===== src/rtl/gate_test_pkg.sv =====
// Shared definitions for the 2-input gate exhaustive tester.
// Holds the FSM state encoding, the number of input vectors, and the reference truth tables
// for common 2-input gates. Every truth table is indexed by v = {a, b}.
package gate_test_pkg;

  typedef enum logic [1:0] {
    StIdle,
    StDrive,
    StDone
  } state_e;

  localparam int unsigned NUM_VECTORS = 4;

  localparam logic [NUM_VECTORS-1:0] TT_NOR  = 4'b0001;
  localparam logic [NUM_VECTORS-1:0] TT_NAND = 4'b0111;
  localparam logic [NUM_VECTORS-1:0] TT_AND  = 4'b1000;
  localparam logic [NUM_VECTORS-1:0] TT_OR   = 4'b1110;
  localparam logic [NUM_VECTORS-1:0] TT_XOR  = 4'b0110;

endpackage


===== src/rtl/gate_exhaustive_tester_if.sv =====
// Signal bundle between the exhaustive tester and its environment.
//   start     : begin a test run (to tester)
//   dut_out   : output of the gate under test (to tester)
//   a, b      : registered gate inputs (from tester)
//   busy      : vectors are being applied (from tester)
//   done      : one-cycle end-of-run pulse (from tester)
//   pass      : last completed run had no mismatches (from tester)
//   fail_mask : per-vector mismatch flags, bit v = {a, b} (from tester)
// The master modport is the tester side; the slave modport is the environment side.
interface gate_exhaustive_tester_if;
  import gate_test_pkg::*;

  logic                   start;
  logic                   dut_out;
  logic                   a;
  logic                   b;
  logic                   busy;
  logic                   done;
  logic                   pass;
  logic [NUM_VECTORS-1:0] fail_mask;

  modport master (
    input  start,
    input  dut_out,
    output a,
    output b,
    output busy,
    output done,
    output pass,
    output fail_mask
  );

  modport slave (
    output start,
    output dut_out,
    input  a,
    input  b,
    input  busy,
    input  done,
    input  pass,
    input  fail_mask
  );

endinterface


===== src/rtl/hold_counter.sv =====
// Hold-window down-counter.
// Ports:
//   clk        : clock, rising edge
//   rst        : asynchronous active-high reset, clears the count
//   load_i     : synchronous load of load_val_i (has priority over counting)
//   load_val_i : value loaded when load_i is high
//   zero_o     : count is zero
// The counter saturates at zero, so it never underflows while the owner sits idle.
module hold_counter #(
  parameter int unsigned CNT_W = 7
) (
  input  logic             clk,
  input  logic             rst,
  input  logic             load_i,
  input  logic [CNT_W-1:0] load_val_i,
  output logic             zero_o
);

  logic [CNT_W-1:0] cnt_d, cnt_q;

  always_comb begin
    cnt_d = cnt_q;
    if (load_i) begin
      cnt_d = load_val_i;
    end else if (cnt_q != '0) begin
      cnt_d = cnt_q - 1'b1;
    end
  end

  always_ff @(posedge clk or posedge rst) begin
    if (rst) begin
      cnt_q <= '0;
    end else begin
      cnt_q <= cnt_d;
    end
  end

  assign zero_o = (cnt_q == '0);

endmodule


===== src/rtl/gate_exhaustive_tester.sv =====
// On-board exhaustive stimulus/checker for a 2-input combinational gate.
// On start, drives {a, b} = 00, 01, 10, 11, each for HOLD_CYCLES cycles, samples dut_out on the
// last edge of each hold window and compares it with EXPECT_TT[{a, b}].
// Ports:
//   clk : clock, rising edge
//   rst : asynchronous active-high reset; aborts a run without a done pulse
//   bus : master side of gate_exhaustive_tester_if (start, dut_out in; a, b, busy, done,
//         pass, fail_mask out)
module gate_exhaustive_tester
  import gate_test_pkg::*;
#(
  parameter int unsigned            HOLD_CYCLES = 100,
  parameter int unsigned            CNT_W       = 7,
  parameter logic [NUM_VECTORS-1:0] EXPECT_TT   = TT_NOR
) (
  input logic                       clk,
  input logic                       rst,
  gate_exhaustive_tester_if.master  bus
);

  localparam logic [CNT_W-1:0] RELOAD = CNT_W'(HOLD_CYCLES - 1);

  state_e                 state_d, state_q;
  logic [1:0]             vec_d, vec_q;
  logic                   busy_d, busy_q;
  logic                   done_d, done_q;
  logic                   pass_d, pass_q;
  logic [NUM_VECTORS-1:0] fail_mask_d, fail_mask_q;
  logic [NUM_VECTORS-1:0] mask_upd;
  logic                   cnt_load;
  logic                   cnt_zero;

  hold_counter #(
    .CNT_W (CNT_W)
  ) u_hold_counter (
    .clk        (clk),
    .rst        (rst),
    .load_i     (cnt_load),
    .load_val_i (RELOAD),
    .zero_o     (cnt_zero)
  );

  always_comb begin
    state_d     = state_q;
    vec_d       = vec_q;
    busy_d      = busy_q;
    done_d      = 1'b0;
    pass_d      = pass_q;
    fail_mask_d = fail_mask_q;
    cnt_load    = 1'b0;

    // Mask as it would look with the current vector's sample folded in.
    mask_upd         = fail_mask_q;
    mask_upd[vec_q]  = (bus.dut_out != EXPECT_TT[vec_q]);

    unique case (state_q)
      StIdle, StDone: begin
        if (bus.start) begin
          state_d     = StDrive;
          vec_d       = 2'd0;
          busy_d      = 1'b1;
          fail_mask_d = '0;
          pass_d      = 1'b0;
          cnt_load    = 1'b1;
        end else begin
          state_d = StIdle;
        end
      end
      StDrive: begin
        if (cnt_zero) begin
          fail_mask_d = mask_upd;
          if (vec_q == 2'd3) begin
            state_d = StDone;
            vec_d   = 2'd0;
            busy_d  = 1'b0;
            done_d  = 1'b1;
            pass_d  = (mask_upd == '0);
          end else begin
            vec_d    = vec_q + 2'd1;
            cnt_load = 1'b1;
          end
        end
      end
      default: state_d = StIdle;
    endcase
  end

  always_ff @(posedge clk or posedge rst) begin
    if (rst) begin
      state_q     <= StIdle;
      vec_q       <= 2'd0;
      busy_q      <= 1'b0;
      done_q      <= 1'b0;
      pass_q      <= 1'b0;
      fail_mask_q <= '0;
    end else begin
      state_q     <= state_d;
      vec_q       <= vec_d;
      busy_q      <= busy_d;
      done_q      <= done_d;
      pass_q      <= pass_d;
      fail_mask_q <= fail_mask_d;
    end
  end

  // The vector index doubles as the gate input register: it equals {a, b} while driving and
  // is cleared on completion, so a/b come straight from flops.
  assign bus.a         = vec_q[1];
  assign bus.b         = vec_q[0];
  assign bus.busy      = busy_q;
  assign bus.done      = done_q;
  assign bus.pass      = pass_q;
  assign bus.fail_mask = fail_mask_q;

endmodule


===== src/flat_wrapper.sv =====
// flat-port wrapper written by rule: the top's interface ports become plain ports
module gate_exhaustive_tester_flat import gate_test_pkg::*;
#(
  parameter int unsigned            HOLD_CYCLES = 100,
  parameter int unsigned            CNT_W       = 7,
  parameter logic [NUM_VECTORS-1:0] EXPECT_TT   = TT_NOR
)
  (clk, rst, bus_start, bus_dut_out, bus_a, bus_b, bus_busy, bus_done, bus_pass, bus_fail_mask);
  gate_exhaustive_tester_if bus_i ();
  input logic clk;
  input logic rst;
  input wire logic [$bits(bus_i.start)-1:0] bus_start;
  input wire logic [$bits(bus_i.dut_out)-1:0] bus_dut_out;
  output wire logic [$bits(bus_i.a)-1:0] bus_a;
  output wire logic [$bits(bus_i.b)-1:0] bus_b;
  output wire logic [$bits(bus_i.busy)-1:0] bus_busy;
  output wire logic [$bits(bus_i.done)-1:0] bus_done;
  output wire logic [$bits(bus_i.pass)-1:0] bus_pass;
  output wire logic [$bits(bus_i.fail_mask)-1:0] bus_fail_mask;
  assign bus_i.start = bus_start;
  assign bus_i.dut_out = bus_dut_out;
  assign bus_a = bus_i.a;
  assign bus_b = bus_i.b;
  assign bus_busy = bus_i.busy;
  assign bus_done = bus_i.done;
  assign bus_pass = bus_i.pass;
  assign bus_fail_mask = bus_i.fail_mask;
  gate_exhaustive_tester #(.HOLD_CYCLES(HOLD_CYCLES), .CNT_W(CNT_W), .EXPECT_TT(EXPECT_TT)) u_core (.clk(clk), .rst(rst), .bus(bus_i));
endmodule

===== config.mk =====
export PLATFORM = sky130hd
export DESIGN_NAME = gate_exhaustive_tester_flat
export DESIGN_NICKNAME = d
export VERILOG_FILES = /design/src/rtl/gate_test_pkg.sv /design/src/rtl/gate_exhaustive_tester_if.sv /design/src/rtl/hold_counter.sv /design/src/rtl/gate_exhaustive_tester.sv /design/src/flat_wrapper.sv
export SDC_FILE = /design/constraint.sdc
export NUM_CORES = 1
export LEC_CHECK = 0
export CAP_MARGIN = 20
export CORE_MARGIN = 3
export CORE_UTILIZATION = 56
export CTS_BUF_LIST = sky130_fd_sc_hd__clkbuf_2 sky130_fd_sc_hd__clkbuf_4 sky130_fd_sc_hd__clkbuf_8
export DETAILED_ROUTE_END_ITERATION = 10
export PLACE_DENSITY = 0.87
export SLEW_MARGIN = 15
export SYNTH_ARGS = -nofsm -noshare
export SYNTH_HDL_FRONTEND = slang
export SYNTH_SLANG_ARGS = --single-unit

===== constraint.sdc =====
create_clock -name clk -period 3.05 [get_ports clk]
set_clock_uncertainty 0.15 [all_clocks]
set_input_delay 0.915 -clock clk [delete_from_list [all_inputs] [get_ports clk]]
set_output_delay 0.915 -clock clk [all_outputs]
set_load 0.01 [all_outputs]

==> impl_metrics.env <==
export IMPL_clk_latency_ns=0.30
export IMPL_synth_common_cells="dfrtp_1 (18), inv_1 (11), nand2_1 (10), o21ai_0 (10)"
export IMPL_min_period_over_period=0.800
export IMPL_setup_viol=0
export IMPL_core_area_mm2=0.00158
export IMPL_h_tree_depth=1
export IMPL_tns_ns=0
export IMPL_synth_compound_area_frac=0.197
export IMPL_placed_cells=125
export IMPL_antenna_cells=0
export IMPL_ir_drop_uv=226
export IMPL_syn_inst=99
export IMPL_rsz0062_at_grt="false"
export IMPL_seq_area_frac_synth=0.463
export IMPL_synth_top_area_frac=0.463
export IMPL_nFillCells=119
export IMPL_synth_top_family_by_area="simple AND/OR/NAND/NOR gates"
export IMPL_grt_antenna_before_repair=0
export IMPL_instances_no_fill=128
export IMPL_endpoint_kind="flip-flop"
export IMPL_final_nets=123
export IMPL_cts_tree="yes"
export IMPL_synth_area_per_cell_um2=9.82
export IMPL_grt_max_degree=19
export IMPL_power_leakage_nw=0.510
export IMPL_wirelength_um=1960
export IMPL_worst_setup_path_start_kind="flip-flop"
export IMPL_ys_async_sr_fraction=1.00
export IMPL_cts_root_buf="clkbuf_4"
export IMPL_area_delta_synth_final_pct=15.2
export IMPL_postCtsHoldBufs=0
export IMPL_max_slew_margin=0.548
export IMPL_required_ns=3.14
export IMPL_syn_nets=108
export IMPL_synthAdderAreaFrac=0.0644
export IMPL_yosysWarnings=0
export IMPL_grt_overflow=0
export IMPL_drive_above_1_share=0.0446
export IMPL_slew_viol_final=0
export IMPL_total_power_mw=0.370
export IMPL_clk_pin_slew_ns=0.10
export IMPL_clockBufferDepth=2
export IMPL_drc=0
export IMPL_drt_iter0_drc=23
export IMPL_post_cts_setup_buffers=0
export IMPL_drv_cap=0
export IMPL_numCtsBuffers=3
export IMPL_gp_congestion=0.795
export IMPL_synth_ff_type="dfrtp_1"
export IMPL_synth_top_area_cell="dfrtp_1"
export IMPL_die_h_um=47.7
export IMPL_ys_types=34
export IMPL_dr_pass1_iters=4
export IMPL_vias=786
export IMPL_yosys_top_cells_area="dfrtp_1 (46%), ha_1 (6.4%), o21ai_0 (5.1%)"
export IMPL_power_density_mw_per_mm2=330
export IMPL_period_needed_ns=2.44
export IMPL_synth_edf_count=0
export IMPL_numClockSinks=18
export IMPL_wl_per_cell_um=15.3
export IMPL_worst_pin_slew_ns=0.678
export IMPL_grt_pass1_wl_um=3150
export IMPL_ios=13
export IMPL_fmaxAchievable_mhz=410
export IMPL_hpwl_um=1430
export IMPL_critPathKind="reg2reg"
export IMPL_die_width_um=47.7
export IMPL_hold_path_class="reg2reg"
export IMPL_track_usage=0.205
export IMPL_critPathMaxFanout=6
export IMPL_synth_simple_gate_area_share=0.199
export IMPL_final_hold_viol_count=0
export IMPL_grt_pass1_vias=677
export IMPL_portBuffers=12
export IMPL_via_per_inst=6.14
export IMPL_syn_cell_area_um2=972
export IMPL_synthMuxAreaShare=0
export IMPL_synth_seq_cells=18
export IMPL_ant_nets=0
export IMPL_synth_xor_area_frac=0.0180
export IMPL_fp_row_count=14
export IMPL_worst_ep_arrival_time_ns=2.53
export IMPL_cts_resized=0
export IMPL_start_util=0.617
export IMPL_dieArea_mm2=0.00227
export IMPL_outcome="complete, no violations"
export IMPL_synth_most_common_cell="dfrtp_1"
-- critical path, cell delays in order, from the launching register on --
cell       delay, ns
dfrtp_1         0.43
inv_1           0.07
ha_1            0.23
or4b_4          0.50
or3_1           0.49
a2111oi_4       0.38
a31o_1          0.14
-- cells by family after synthesis --
logic type | Yosys count
and+or+nand+nor | 35
AOI/OAI and AO/OA | 26
DFF | 18
buffers and inverters | 13
adders and majority gates | 5
xor gates and xnor gates | 2
-- path summary, 6_finish.rpt --
| kind | start | end | cells past startpoint | slack (ns) |
|---|---|---|---|---|
| max in group asynchronous | rst | u_core.u_hold_counter.cnt_q[5] | 2 | 1.46 |
| min in group asynchronous | rst | u_core.state_q[0] | 2 | 0.85 |
| hold reg to reg | u_core.bus.busy | u_core.bus.busy | 2 | 0.33 |
| setup / recovery | u_core.u_hold_counter.cnt_q[0] | u_core.bus.pass | 6 | 0.61 |
| setup reg to reg | u_core.u_hold_counter.cnt_q[0] | u_core.bus.pass | 6 | 0.61 |
| hold / removal | u_core.bus.busy | u_core.bus.busy | 2 | 0.33 |
-- sequential cells by signal, summed over array words and instances (netlist names) --
| signal | flops |
|---|---|
| u_core.vec_q | 2 |
| u_core.state_q | 2 |
| u_core.bus.pass | 1 |
| u_core.bus.done | 1 |
| u_core.bus.busy | 1 |
| u_core.u_hold_counter.cnt_q | 7 |
| u_core.bus.fail_mask | 4 |
-- report_power, final --
group          switching, mW  leakage [nW]  total, mW  internal [mW]
combinational        0.00658         0.280     0.0111        0.00455
sequential                 0         0.216      0.238          0.238
clock                 0.0744        0.0138      0.120         0.0461
total                 0.0810         0.510      0.370          0.289
-- per-layer routing --
layer / share of wire / track usage / vias to the layer above
li1: - / - / 379
met1: 0.48 / 0.288 / 376
met2: 0.46 / 0.299 / 25
met3: 0.042 / 0.0489 / 6
met4: 0.022 / 0.0968 / 0
met5: 0 / 0 / -
-- area by class of cell --
type                            count  area (um^2)  share of cell area
Timing Repair Buffer               12          120               0.107
Clock buffer                        3         22.5              0.0201
Multi-Input combinational cell     68          465               0.416
Sequential cell                    18          450               0.402
Inverter                           11         41.3              0.0369
Tap cell                           16         20.0              0.0179
-- through the flow --
step / hold WS (ns) / utilization / cell area [um^2] / setup WS, ns
floorplan: 0.353 / - / 972 / 0.787
global placement: 0.315 / 0.696 / 1100 / 0.564
detailed placement: 0.313 / 0.696 / 1100 / 0.544
CTS: 0.338 / 0.710 / 1120 / 0.608
global route: 0.353 / 0.710 / 1120 / 0.462
finish: 0.333 / 0.710 / 1120 / 0.611
-- placed cells by master, fill, tap and decap left out, drive strengths merged, types with 2 or more instances in the layout --
master         count
or4b               2
dfrtp             18
a2111oi            2
nand2             10
nor2               3
clkdlybuf4s50     12
nand2b             5
ha                 5
a22o               2
clkbuf             3
a21oi              3
inv               11
o21ai             10
or3                2
xnor2              2
nor3               3
nand3              4
No activity file was read; power rests on OpenSTA's default activity.
